[src/rtl/fp_accum_seq.sv]
// Multi-operand accumulation sequencer around the combinational FLOAT_ADD stage.
// Optional sticky exponent-all-ones flag is built when FPACC_EXC_FLAG_EN is defined.
//
// state   | meaning
// --------+--------------------------------------------------------------
// S_IDLE  | waiting for start; in_ready low, no result presented
// S_ACCUM | accepting operands; acc takes the adder output on each beat
// S_DONE  | final sum on res_data with res_valid high until res_ready
module fp_accum_seq #(
    parameter int MAX_LEN = 16,
    parameter int CNT_W   = 5
) (
    input  logic             clk,
    input  logic             rst_n,
    input  logic             start,
    input  logic [CNT_W-1:0] len,
    input  logic             in_valid,
    input  logic [31:0]      in_data,
    output logic             in_ready,
    output logic [31:0]      add_a,
    output logic [31:0]      add_b,
    input  logic [31:0]      add_out,
    output logic             res_valid,
    output logic [31:0]      res_data,
    input  logic             res_ready,
    output logic             busy,
    output logic             exc_flag
);

    localparam logic [1:0] S_IDLE  = 2'd0;
    localparam logic [1:0] S_ACCUM = 2'd1;
    localparam logic [1:0] S_DONE  = 2'd2;

    localparam logic [CNT_W-1:0] MAX_LEN_C = CNT_W'(MAX_LEN);

    logic [1:0]       state;
    logic [31:0]      acc;
    logic [CNT_W-1:0] cnt;
    logic [CNT_W-1:0] target;
    logic [CNT_W-1:0] len_clamp;
    logic [CNT_W-1:0] cnt_nxt;
    logic             start_acc;
    logic             beat;

    assign len_clamp = (len > MAX_LEN_C) ? MAX_LEN_C : len;
    assign cnt_nxt   = cnt + CNT_W'(1);
    assign start_acc = (state == S_IDLE) && start;
    assign beat      = (state == S_ACCUM) && in_valid;

    always_ff @(posedge clk or negedge rst_n) begin
        if (!rst_n) begin
            state  <= S_IDLE;
            acc    <= 32'h0;
            cnt    <= '0;
            target <= '0;
        end else begin
            case (state)
                S_IDLE: begin
                    if (start) begin
                        acc    <= 32'h0;
                        cnt    <= '0;
                        target <= len_clamp;
                        state  <= (len_clamp == '0) ? S_DONE : S_ACCUM;
                    end
                end
                S_ACCUM: begin
                    if (in_valid) begin
                        acc <= add_out;
                        cnt <= cnt_nxt;
                        if (cnt_nxt == target) state <= S_DONE;
                    end
                end
                S_DONE: begin
                    // a start arriving together with res_ready is dropped
                    if (res_ready) state <= S_IDLE;
                end
                default: state <= S_IDLE;
            endcase
        end
    end

    assign in_ready  = (state == S_ACCUM);
    assign res_valid = (state == S_DONE);
    assign res_data  = res_valid ? acc : 32'h0;
    assign busy      = (state != S_IDLE);
    assign add_a     = acc;
    assign add_b     = in_data;

`ifdef FPACC_EXC_FLAG_EN
    logic exc_q;

    always_ff @(posedge clk or negedge rst_n) begin
        if (!rst_n) begin
            exc_q <= 1'b0;
        end else if (start_acc) begin
            exc_q <= 1'b0;
        end else if (beat && (add_out[30:23] == 8'hFF)) begin
            exc_q <= 1'b1;
        end
    end

    assign exc_flag = exc_q;
`else
    logic unused_ok;
    assign unused_ok = start_acc ^ beat;
    assign exc_flag  = 1'b0;
`endif

endmodule

[config.mk]
export PLATFORM = sky130hd
export DESIGN_NAME = fp_accum_seq
export DESIGN_NICKNAME = d
export VERILOG_FILES = /design/src/rtl/fp_accum_seq.sv
export SDC_FILE = /design/constraint.sdc
export NUM_CORES = 1
export LEC_CHECK = 0
export ABC_AREA = 1
export BUFFER_PORTS_ARGS = -buffer_cell sky130_fd_sc_hd__buf_2
export CAP_MARGIN = 20
export CELL_PAD_IN_SITES_DETAIL_PLACEMENT = 1
export CELL_PAD_IN_SITES_GLOBAL_PLACEMENT = 1
export CORE_UTILIZATION = 29
export DETAILED_ROUTE_END_ITERATION = 10
export PLACE_DENSITY_LB_ADDON = 0.1
export SYNTH_ARGS = -nofsm -noshare
export SYNTH_HDL_FRONTEND = slang
export SYNTH_SLANG_ARGS = --single-unit
export TNS_END_PERCENT = 30
[constraint.sdc]
create_clock -name clk -period 3.76 [get_ports clk]
set_input_delay 0.188 -clock clk [delete_from_list [all_inputs] [get_ports clk]]
set_output_delay 0.188 -clock clk [all_outputs]
set_load 0.02 [all_outputs]
==> Implementation_results.wiki <==
{| class="wikitable"
! Metric !! Value
|-
| CTS max path bufs || 2
|-
| Power density over the cells || 798.3 nW/um2
|-
| DRC violations left || 0
|-
| Routed WL per cell || 13.80 um
|-
| Initial core utilization || 30.48%
|-
| Post-synthesis to final-layout area growth || 19.19%
|-
| Final Slew Violations || 0
|-
| Via count of the first global-routing pass || 2,061
|-
| Type of the setup path with the least slack || register to output pin
|-
| Unrepaired setup endpoints after global routing || false
|-
| EDFF count, synth || 0
|-
| Maximum VDD drop || 0.3726 mV
|-
| Ys async rst share || 100.0%
|-
| H-tree lvl count || 2
|-
| Sw Pwr || 1114 uW
|-
| Ys Warns || 0
|-
| Critical path launch point type || register
|-
| Finish-stage setup viols || 0
|-
| Flip-flop cell with the highest count after synthesis || dfrtp_1
|-
| Switching Fraction || 48.95%
|-
| Sequential cell area fraction in the yosys report || 46.03%
|-
| Mapped cell area || 2392 um2
|-
| Flop pwr share || 35.7%
|-
| Max Fclk || 554.0 MHz
|-
| Full die area || 8616 um2
|-
| Placement-stage cell area || 2740 um2
|-
| Post-CTS resize count || 0
|-
| Type of the worst min-delay path || primary input to register
|-
| Wire length of the first global-routing pass || 10,450 um
|-
| Post-synthesis area per instance || 7.792 um2
|-
| Combined area of the multi-input logic cells || 760.7 um2
|-
| Die width || 92.83 um
|-
| Hold_buf cts || 0
|-
| Clock Root Buffer || clkbuf_8
|-
| Outcome || finished clean
|-
| Tot GR Track Use || 15.24%
|-
| Synthesis-stage register bit count || 44
|-
| Wire length reported by the detailed router || 6636 um
|-
| Count of nets after finishing || 454
|-
| Total internal power || 1162 uW
|-
| Number of placement rows || 32
|-
| Max-cap violations || 0
|-
| Ratio of final minimum period to clock period || 48.01%
|-
| Final Hold Fails || 0
|-
| Worst relative slew slack || 55.45%
|-
| Worst-Skew Late Latency || 0.29 ns
|-
| CP Capture Type || output pin
|-
| Antenna Violating Nets Remaining || 0
|-
| Placed wire-length estimate after detailed placement || 4691 um
|-
| Final weighted congestion of routability-driven global placement || 0.7062
|-
| Worst-Margin Slew || 0.6682 ns
|-
| Largest fanout of any net on the critical path || 33
|-
| Ports || 174
|-
| Iter 0 DRT Violations || 77
|-
| Vias after detailed routing || 2,169
|-
| Pleak || 0.001565 uW
|-
| Area of the core || 7848 um2
|-
| Via count normalized by instance count || 4.509
|-
| Sum of overflow across all layers after global routing || 0
|-
| Number of buffers added by the clock tree synthesis step || 5
|-
| Height of the die || 92.83 um
|-
| Clock skew after layout || 0.003468 ns
|-
| WP data required || 3.57 ns
|-
| Number of antenna violations at the first check in global routing || 0
|-
| Layout filler cell count || 1,028
|-
| Largest net degree at the start of global routing || 45
|-
| Synthesized netlist net count || 382
|-
| Layout cell share with drive strength beyond 1 || 32.45%
|-
| Antenna cells || 0
|-
| Setup repair bufs after CTS || 0
|-
| Core occupancy in the finished layout || 36.34%
|-
| Synth Instances || 307
|-
| Part of the power in combinational logic || 51.5%
|-
| Final critical-path required period || 1.805 ns
|-
| Fin area || 2851 um2
|-
| Area taken by flip-flops and latches || 1101 um2
|-
| Share of power burned in the clock network || 12.8%
|-
| Setup total negative slack || 0 ns
|-
| Synth unique cells || 21
|-
| CTS tree || done
|-
| Clk pin slew, worst setup/hold paths || 0.09 ns
|-
| Final worst hold slack || 0.1261 ns
|-
| Number of buffers inserted by port buffering || 108
|-
| Arrival time at the worst endpoint || 1.62 ns
|-
| Number of detailed-routing iterations run before antenna repair || 4
|-
| Clock sinks || 44
|}
-- synthesized netlist by cell type (2+ instances only) --
cell type	count	area (um2)
inv_1	53	198.9
dfrtp_1	44	1101
nor2_1	41	153.9
nand3_1	40	200.2
buf_4	33	247.7
o21ai_0	33	165.2
nand2_1	29	108.9
buf_2	7	35.03
o22ai_1	6	37.54
o21ai_1	4	20.02
buf_6	3	33.78
clkbuf_1	3	11.26
nand2_2	2	12.51
nand4_1	2	12.51
-- worst max-delay path, cell delays in order (launching register included) --
cell     delay (ns)
dfrtp_1        0.45
inv_1          0.07
nor2_1         0.05
inv_2          0.44
nor2_1         0.11
buf_2          0.19
-- through the flow --
stage | total power, uW | worst slack (ns) | instances
6_report | 2276 | 1.955 | 481
5_1_grt | 2483 | 1.820 | 481
4_1_cts | 2320 | 1.885 | 479
3_5_place_dp | 2019 | 2.023 | 472
3_3_place_gp | 1998 | 2.066 | 472
2_1_floorplan | 1669 | 2.196 | 307
-- power by group through the flow --
stage	clock network [uW]	logic (uW)	registers (uW)
floorplan	0	633	1040
global placement	0	1180	823
detailed placement	0	1190	827
CTS	305	1200	818
global route	324	1310	848
finish	291	1170	813
-- cell type report --
cell class | instances | share of cell area [%]
clock inverters | 2 | 0.4388
multi-input cells | 163 | 26.68
inverters | 54 | 7.108
well taps | 102 | 4.476
clock buffers | 5 | 2.413
flip-flops and latches | 44 | 38.61
repair buffers | 111 | 20.27
-- flip-flops by register name (all words and copies together), names as in the netlist --
name    flops
cnt         5
add_a      32
target      5
state       2
-- layer usage --
metal	GRT usage, %	up-vias	share of wire, %
li1	-	1064	-
met1	20.93	1018	46
met2	24.88	77	47
met3	3.120	10	6.2
met4	2.821	0	0.53
met5	0	-	0
-- cell families (layout without fill, tap and decap cells) --
kind of cell,after synthesis,after routing,synth area share [%]
buffers and inverters,100,172,22.18
adder cells (fa/ha/maj),1,1,0.5229
AND/OR/NAND/NOR,118,118,21.81
flip-flops,44,44,46.03
other,1,1,0.1568
AO/OA/AOI/OAI,43,43,9.310
-- final timing paths --
path / end / depth (start not counted) / slack (ns) / from
max reg2reg: state[0] / 13 / 2.15 / cnt[0]
max in group asynchronous: add_a[23] / 3 / 2.90 / rst_n
min: add_a[6] / 3 / 0.13 / add_out[6]
min in group asynchronous: target[0] / 2 / 0.35 / rst_n
max: res_data[1] / 5 / 1.96 / state[1]
min reg2reg: target[4] / 2 / 0.53 / target[4]
-- cell usage in the layout, fill, tap and decap left out, types with 2 or more instances in the layout --
cell type and count:
o21ai_0 33, o22ai_1 6, buf_2 108, nand4_1 2, nor2_1 41, inv_1 53, clkbuf_8 5, dfrtp_1 44
o21ai_1 4, nand2_1 29, nand2_2 2, nand3_1 40
(Power assumes the default switching activity.)
